$ cat config.mk
export PLATFORM = sky130hd
export DESIGN_NAME = ula_result_bcd
export DESIGN_NICKNAME = d
export VERILOG_FILES = /design/src/rtl/ula_pkg.sv /design/src/rtl/bcd_add3.sv /design/src/rtl/ula_result_bcd.sv
export SDC_FILE = /design/constraint.sdc
export NUM_CORES = 1
export LEC_CHECK = 0
export BUFFER_PORTS_ARGS = -buffer_cell sky130_fd_sc_hd__buf_4
export CAP_MARGIN = 20
export CORE_AREA = 3 3 76 78
export DETAILED_ROUTE_END_ITERATION = 12
export DIE_AREA = 0 0 79 81
export GPL_TIMING_DRIVEN = 0
export HOLD_SLACK_MARGIN = 0.03
export PLACE_DENSITY_LB_ADDON = 0.15
export REMOVE_ABC_BUFFERS = 1
export SLEW_MARGIN = 20
export SYNTH_ARGS = -nofsm -noshare
export SYNTH_HDL_FRONTEND = slang
export SYNTH_SLANG_ARGS = --single-unit
$ cat constraint.sdc
create_clock -name clk -period 3.95 [get_ports clk]
set_input_delay 0.1975 -clock clk [delete_from_list [all_inputs] [get_ports clk]]
set_output_delay 0.1975 -clock clk [all_outputs]
set_load 0.01 [all_outputs]
$ cat src/rtl/ula_pkg.sv
// ============================================================================
//  Module  : ula_pkg
//  Brief   : Shared state encoding and constants for the ALU result BCD converter.
//  Revision: 1.0
// ============================================================================
`default_nettype none

package ula_pkg;

    localparam logic [3:0] C_BLANK_CODE = 4'hF;
    localparam int         C_ITERATIONS = 8;
    localparam int         C_ITER_W     = $clog2(C_ITERATIONS);

    typedef enum logic [1:0] {
        ST_IDLE  = 2'd0,
        ST_LOAD  = 2'd1,
        ST_SHIFT = 2'd2,
        ST_DONE  = 2'd3
    } state_t;

endpackage

`default_nettype wire

$ cat src/rtl/bcd_add3.sv
// ============================================================================
//  Module  : bcd_add3
//  Brief   : Double-dabble digit correction: adds 3 to a BCD digit >= 5.
//  Revision: 1.0
// ============================================================================
`default_nettype none

module bcd_add3 (
    input  logic [3:0] digit_in,
    output logic [3:0] digit_out
);

    assign digit_out = (digit_in >= 4'd5) ? (digit_in + 4'd3) : digit_in;

endmodule

`default_nettype wire

$ cat src/rtl/ula_result_bcd.sv
// ============================================================================
//  Module  : ula_result_bcd
//  Brief   : Converts a signed 8-bit ALU result into sign + three BCD digits.
//  Revision: 1.0
// ============================================================================
`default_nettype none

module ula_result_bcd
    import ula_pkg::*;
#(
    parameter logic [3:0] BLANK_CODE = C_BLANK_CODE
) (
    input  logic       clk,
    input  logic       rst_n,
    input  logic       start,
    input  logic [7:0] data_ula,
    input  logic       overflow,
    output logic       busy,
    output logic       done,
    output logic       sign,
    output logic [3:0] bcd_hund,
    output logic [3:0] bcd_tens,
    output logic [3:0] bcd_units,
    output logic       ovf_out
);

    state_t                r_state;
    logic [7:0]            r_data;
    logic                  r_ovf_cap;
    logic                  r_neg;
    logic [7:0]            r_mag;
    logic [9:0]            r_scratch;
    logic [C_ITER_W-1:0]   r_iter;

    logic [3:0]            w_units_adj;
    logic [3:0]            w_tens_adj;
    logic [3:0]            w_hund_adj;
    logic [9:0]            w_scratch_next;
    logic [7:0]            w_mag;
    logic                  w_unused_bits;

    bcd_add3 u_add3_units (.digit_in(r_scratch[3:0]),          .digit_out(w_units_adj));
    bcd_add3 u_add3_tens  (.digit_in(r_scratch[7:4]),          .digit_out(w_tens_adj));
    bcd_add3 u_add3_hund  (.digit_in({2'b00, r_scratch[9:8]}), .digit_out(w_hund_adj));

    // The scratch MSB shifted out is always zero for an 8-bit magnitude.
    assign w_scratch_next = {w_hund_adj[0], w_tens_adj, w_units_adj, r_mag[7]};
    assign w_unused_bits  = &{1'b0, w_hund_adj[3:1]};

    // -128 wraps to 8'h80, which is exactly the unsigned magnitude 128.
    assign w_mag = r_data[7] ? (~r_data + 8'd1) : r_data;

    always_ff @(posedge clk or negedge rst_n) begin
        if (!rst_n) begin
            r_state   <= ST_IDLE;
            r_data    <= 8'd0;
            r_ovf_cap <= 1'b0;
            r_neg     <= 1'b0;
            r_mag     <= 8'd0;
            r_scratch <= 10'd0;
            r_iter    <= '0;
            busy      <= 1'b0;
            done      <= 1'b0;
            sign      <= 1'b0;
            bcd_hund  <= 4'h0;
            bcd_tens  <= 4'h0;
            bcd_units <= 4'h0;
            ovf_out   <= 1'b0;
        end else begin
            done <= 1'b0;
            case (r_state)
                ST_IDLE: begin
                    // A start coinciding with the done pulse is dropped.
                    if (start && !done) begin
                        r_data    <= data_ula;
                        r_ovf_cap <= overflow;
                        busy      <= 1'b1;
                        r_state   <= ST_LOAD;
                    end
                end
                ST_LOAD: begin
                    r_mag     <= w_mag;
                    r_neg     <= r_data[7];
                    r_scratch <= 10'd0;
                    r_iter    <= '0;
                    r_state   <= ST_SHIFT;
                end
                ST_SHIFT: begin
                    r_scratch <= w_scratch_next;
                    r_mag     <= {r_mag[6:0], 1'b0};
                    r_iter    <= r_iter + 1'b1;
                    if (r_iter == C_ITER_W'(C_ITERATIONS - 1)) begin
                        r_state <= ST_DONE;
                    end
                end
                ST_DONE: begin
                    done    <= 1'b1;
                    busy    <= 1'b0;
                    r_state <= ST_IDLE;
                    if (r_ovf_cap) begin
                        sign      <= 1'b0;
                        bcd_hund  <= BLANK_CODE;
                        bcd_tens  <= BLANK_CODE;
                        bcd_units <= BLANK_CODE;
                        ovf_out   <= 1'b1;
                    end else begin
                        sign      <= r_neg;
                        bcd_hund  <= {2'b00, r_scratch[9:8]};
                        bcd_tens  <= r_scratch[7:4];
                        bcd_units <= r_scratch[3:0];
                        ovf_out   <= 1'b0;
                    end
                end
                default: r_state <= ST_IDLE;
            endcase
        end
    end

endmodule

`default_nettype wire

==> run summary, run 1 <==
Via count: 1,567
Number of global-route vias before repair: 1,595
WL per Instance: 12.8 um
I/O Buffers: 27
Placer Congestion: 0.724
Num CTS Buffers: 5
Status: finished, final reports clean
Max transition margin: 43.1%
Syn avg cell area: 10.3 um2
Ys async rst share: 100%
Yosys reg bits: 47
# setup viols final: 0
Area Overhead vs Synth: 14.6%
CP Data Required Time: 4.15 ns
First-pass GRT wire length: 7.36 mm
Clk_skew: 0.00902 ns
Library cells used by synthesis: 35
CTS sink count: 47
Die X: 79 um
Commonest cells after routing, fill and taps aside: dfrtp_1 (47), buf_4 (27), nor2_1 (23), inv_1 (22)
Dpl hpwl: 2.71 mm
Core area: 5140 um2
CP max FO: 23
Number of synthesized flops with an enable pin: 0
Row cnt: 26
Most common cell after layout, fill and taps aside: dfrtp_1
Leakage: 1.18 nW
Nets: 270
DRC errors left: 0
Final ANT Viol Nets: 0
Hold Path Class: input port to flop
Pin count of the biggest net entering global routing: 48
Overall routing resource usage: 14.4%
Slew @ Worst Pin: 0.853 ns
RSZ-0062 raised after global routing: no
Hold Fails Final Rpt: 0
Chip height: 81 um
Clk slew on worst S/H paths: 0.08 ns
Drt first pass iters: 4
Min Hold Slack: 0.133 ns
Startpoint class of the critical path: flop
Max VDD drop: 0.535 mV
Clk buf depth: 2
Slew Viols, Final: 0
Post-cts gate resize count: 0
Crit end category: flop
CTS Root Cell: clkbuf_8
Starting Density: 44.9%
Initial antenna violation count: 0
Min Tclk post-route: 1.98 ns
Setup_tns: 0 ns
Clk_lat worst skew: 0.29 ns
Total of fill cells in the finished design: 517
Gate count of the mapped netlist: 225
Antenna diodes: 0
Mapped cell area: 2310 um2
Register area share after synthesis: 50.9%
CP Class: flop to flop
Grt ovf: 0
Fmax: 505 MHz
Fin crit share: 50.1%
Setup bufs post-CTS: 0
Average vias per placed instance: 4.94
Top FF cell, synth: dfrtp_1
Number of max-cap violations: 0
CTS tree: yes
Top Ports: 28
Power Density: 805 nW/um2
Share of cells above drive strength 1: 21.5%
Die area: 6400 um2
Synth warn: 0
Total Wirelength: 4.07 mm
Drt initial violations: 34
Arr. time, crit path: 2.17 ns
H-tree levels: 2
-- worst paths after layout --
| path | endpoint | depth (start not counted) | slack, ns | startpoint |
|---|---|---|---|---|
| hold reg to reg | r_mag[1] | 1 | 0.51 | r_mag[1] |
| setup reg to reg | r_scratch[4] | 4 | 1.97 | r_state[0] |
| min in group asynchronous | bcd_units[3] | 2 | 0.45 | rst_n |
| setup / recovery | r_scratch[4] | 4 | 1.97 | r_state[0] |
| max in group asynchronous | sign | 2 | 3.09 | rst_n |
| hold / removal | r_data[1] | 2 | 0.13 | data_ula[1] |
-- cell type report --
| type | count | area [um2] | area share, % |
|---|---|---|---|
| Timing Repair Buffer | 28 | 213 | 8.04 |
| Inverter | 22 | 82.6 | 3.12 |
| Tap cell | 70 | 87.6 | 3.31 |
| Sequential cell | 47 | 1180 | 44.4 |
| Multi-Input combinational cell | 142 | 987 | 37.3 |
| Clock buffer | 8 | 100 | 3.78 |
-- timing repair --
action / CTS / global route
hold buffers: 1 / 0
endpoints found under the setup margin: 0 / 0
endpoints found under the hold margin: 47 / 0
-- power breakdown --
group / total [W] / internal [W] / leakage (nW) / switching, W
Sequential: 0.000850 / 0.000681 / 0.582 / 0.000170
Clock: 0.000315 / 0.000160 / 0.0515 / 0.000155
Combinational: 0.000964 / 0.000459 / 0.543 / 0.000505
Total: 0.00213 / 0.00130 / 1.18 / 0.000829
-- critical path, stage by stage (launching register included) --
cell	delay, ns
dfrtp_1	0.42
inv_1	0.12
ha_1	0.67
nand2_1	0.33
o32ai_1	0.34
-- routing by layer --
| layer | GRT usage (%) | wire (um) | vias to the layer above |
|---|---|---|---|
| met3 | 3.10 | 128 | 7 |
| li1 | - | - | 798 |
| met5 | 0 | 0 | - |
| met4 | 5.15 | 56 | 0 |
| met1 | 19.0 | 1970 | 737 |
| met2 | 23.6 | 1910 | 25 |
-- cells in the mapped netlist, drive strengths merged, types with 2 or more instances --
| library cell | number | area (um2) |
|---|---|---|
| nand3 | 7 | 35.0 |
| o31ai | 2 | 28.8 |
| ha | 12 | 150 |
| nor2b | 4 | 25.0 |
| clkbuf | 6 | 22.5 |
| xor2 | 2 | 17.5 |
| o22ai | 4 | 25.0 |
| o21ai | 18 | 90.1 |
| mux2 | 16 | 180 |
| nand2b | 5 | 31.3 |
| buf | 8 | 42.5 |
| nor3 | 3 | 15.0 |
| nor2 | 23 | 86.3 |
| o32ai | 2 | 17.5 |
| dfrtp | 47 | 1180 |
| xnor2 | 6 | 52.6 |
| nand2 | 7 | 26.3 |
| inv | 22 | 82.6 |
| o221ai | 2 | 17.5 |
| and3 | 2 | 12.5 |
| a21oi | 15 | 75.1 |
| nand3b | 3 | 22.5 |
-- state kept, by name, summed over array words and instances (netlist names) --
register	flops
r_neg	1
r_state	2
r_ovf_cap	1
sign	1
done	1
r_data	8
r_scratch	10
bcd_units	4
bcd_tens	4
bcd_hund	3
busy	1
r_iter	3
r_mag	8
-- logic make-up after synthesis --
logic type,Yosys count,share of synthesized area [%]
XOR/XNOR,8,3.04
flip-flops,47,50.9
AND/OR/NAND/NOR,57,12.1
buffers and inverters,36,6.40
AO/OA/AOI/OAI,48,12.7
adder cells (fa/ha/maj),12,6.50
multiplexers,17,8.24
-- metrics by stage --
| step | std cells | setup WS (ns) | utilization, % | area (um2) | power, W |
|---|---|---|---|---|---|
| floorplan | 211 | 2.08 | - | 2240 | 0.00151 |
| global placement | 308 | 1.64 | 49.3 | 2530 | 0.00181 |
| detailed placement | 308 | 1.61 | 49.3 | 2530 | 0.00184 |
| CTS | 317 | 1.60 | 51.4 | 2640 | 0.00216 |
| global route | 317 | 1.78 | 51.5 | 2650 | 0.00234 |
| finish | 317 | 1.97 | 51.5 | 2650 | 0.00213 |
No activity file was read; power rests on OpenSTA's default activity.
==> inputs of run 2 (changes only) <==
==> constraint.sdc (replaced) <==
create_clock -name clk -period 1.75 [get_ports clk]
set_input_delay 0.0875 -clock clk [delete_from_list [all_inputs] [get_ports clk]]
set_output_delay 0.0875 -clock clk [all_outputs]
set_load 0.01 [all_outputs]
==> run 2 against run 1 <==
Effect of this change:
- total power is 130% higher
- sequential share of layout area decreased by 2.3 points
- largest cell class unchanged
- clock power is 130% higher
- sequential cell count did not move
- critical path type unchanged
- final area increased by 5.3%
- highest routed layer unchanged
- clock skew down 0.0033 ns
- via count up 3.0%
==> run summary, run 2 (synthesis gave the netlist of run 1 again) <==
Status: finished, final reports clean
Area Overhead vs Synth: 20.8%
Hold endpoint: busy
Fmax: 635 MHz
Num CTS Buffers: 5
Average vias per placed instance: 4.92
CTS tree: yes
First-pass GRT wire length: 7.43 mm
Overall routing resource usage: 14.6%
Register area: 1180 um2
Die X: 79 um
Area of the multi-input gates: 1020 um2
Non-Filler Instances: 328
Biggest regs: r_scratch: 10 flops, r_data: 8 flops, r_mag: 8 flops
Number of max-cap violations: 0
Hold Path Class: input port to flop
Drt first pass iters: 4
Arr. time, crit path: 1.79 ns
# setup viols final: 0
Initial antenna violation count: 0
RR Endpoint: r_scratch[6]
Commonest cells after routing, fill and taps aside: dfrtp_1 (47), buf_4 (28), nor2_1 (23), inv_1 (22)
Clk slew on worst S/H paths: 0.09 ns
CP max FO: 4
Share of cells above drive strength 1: 22.9%
Grt ovf: 0
Slew Viols, Final: 0
Slew @ Worst Pin: 0.600 ns
Power Density: 1790 nW/um2
Number of flip-flops in the largest register: 10
DRC errors left: 0
Placer Congestion: 0.724
Antenna diodes: 0
Placed insts: 308
WHS Path Cells: 4
Post-Place Setup Slack: -0.593 ns
Top Ports: 28
CP Data Required Time: 1.96 ns
Final WS setup: 0.176 ns
Chip height: 81 um
Max VDD drop: 0.957 mV
Drt initial violations: 35
Core area: 5140 um2
Leakage: 1.23 nW
Cells on worst reg2reg path: 6
Number of global-route vias before repair: 1,623
CTS sink count: 47
I/O Buffers: 27
Fin crit share: 90.0%
WL per Instance: 12.9 um
Clk_skew: 0.00575 ns
Crit end category: flop
RSZ-0062 raised after global routing: no
Nets: 281
R2R Setup Slk: 0.18 ns
Clk buf depth: 2
Total Wirelength: 4.22 mm
Via count: 1,614
H-tree levels: 2
Total of fill cells in the finished design: 503
Max transition margin: 60.0%
Reg with most FFs: r_scratch
Dpl hpwl: 2.71 mm
Row cnt: 26
Most common cell after layout, fill and taps aside: dfrtp_1
Starting Density: 44.9%
Startpoint class of the critical path: flop
CTS Root Cell: clkbuf_8
Hold Fails Final Rpt: 0
Final ANT Viol Nets: 0
Total power: 0.00500 W
Min Tclk post-route: 1.57 ns
R2r startpoint: r_scratch[4]
Pin count of the biggest net entering global routing: 48
CP Class: flop to flop
Clk_lat worst skew: 0.29 ns
Die area: 6400 um2
Min-delay src: start
## run 2: changes by cell type in the layout (fill, tap and decap cells not counted)
cell	previous run	this run
dlygate4sd3_1	1	10
a21oi_1	15	13
a21oi_2	0	2
ha_1	11	9
ha_4	0	2
buf_4	27	28
buf_6	0	1
## run 2: metrics by stage
stage / util (%) / TNS, ns / hold slack [ns] / instance area (um2)
3_5_place_dp: 49.3 / -6.74 / 0.148 / 2530
4_1_cts: 53.5 / 0 / 0.0783 / 2750
5_1_grt: 54.2 / 0 / 0.103 / 2790
6_report: 54.2 / 0 / 0.0907 / 2790
3_3_place_gp: 49.3 / -5.75 / 0.142 / 2530
2_1_floorplan: - / -0.189 / -0.208 / 2240
## run 2: timing repair
item,CTS,global route
endpoints found under the hold margin,56,0
setup endpoints to repair,23,14
pin swaps,0,2
setup buffers,0,2
hold buffers,10,0
gates resized for setup,3,4
## run 2: worst max-delay path by stage
stage | startpoint | end | slack (ns) | depth (start not counted)
global placement | r_state[0] | r_scratch[4] | -0.56 | 4
global route | r_state[1] | r_scratch[4] | 0.02 | 4
detailed placement | r_state[0] | r_scratch[4] | -0.59 | 4
CTS | r_state[0] | r_scratch[4] | 0.02 | 4
finish | r_scratch[4] | r_scratch[6] | 0.18 | 6
floorplan | r_state[0] | r_scratch[4] | -0.12 | 4
## run 2: layer usage
layer  vias to the layer above  track usage [%]  share of wire [%]
met3                         5             2.99                3.3
met5                         -                0                  0
met1                       765             19.2                 49
li1                        818                -                  -
met4                         0             5.15                1.1
met2                        26             24.0                 46
## run 2: power by group
group / internal (W) / leakage [nW] / total, W / switching [W]
sequential: 0.00154 / 0.582 / 0.00192 / 0.000389
combinational: 0.00116 / 0.592 / 0.00236 / 0.00120
clock: 0.000361 / 0.0515 / 0.000710 / 0.000349
total: 0.00306 / 1.23 / 0.00500 / 0.00193
## run 2: cell type report
type                       instances  share of cell area (%)
inverter                          22                    2.96
clock buffer                       8                    3.59
multi-input combinational        142                    36.6
tap                               70                    3.14
timing repair buffer              39                    11.5
sequential                        47                    42.2
## run 2: worst max-delay path: stages (launching register included)
cell,delay (ns)
dfrtp_1,0.42
inv_1,0.12
ha_1,0.20
nand2b_1,0.08
a21oi_2,0.21
mux2_2,0.35
o22ai_1,0.11
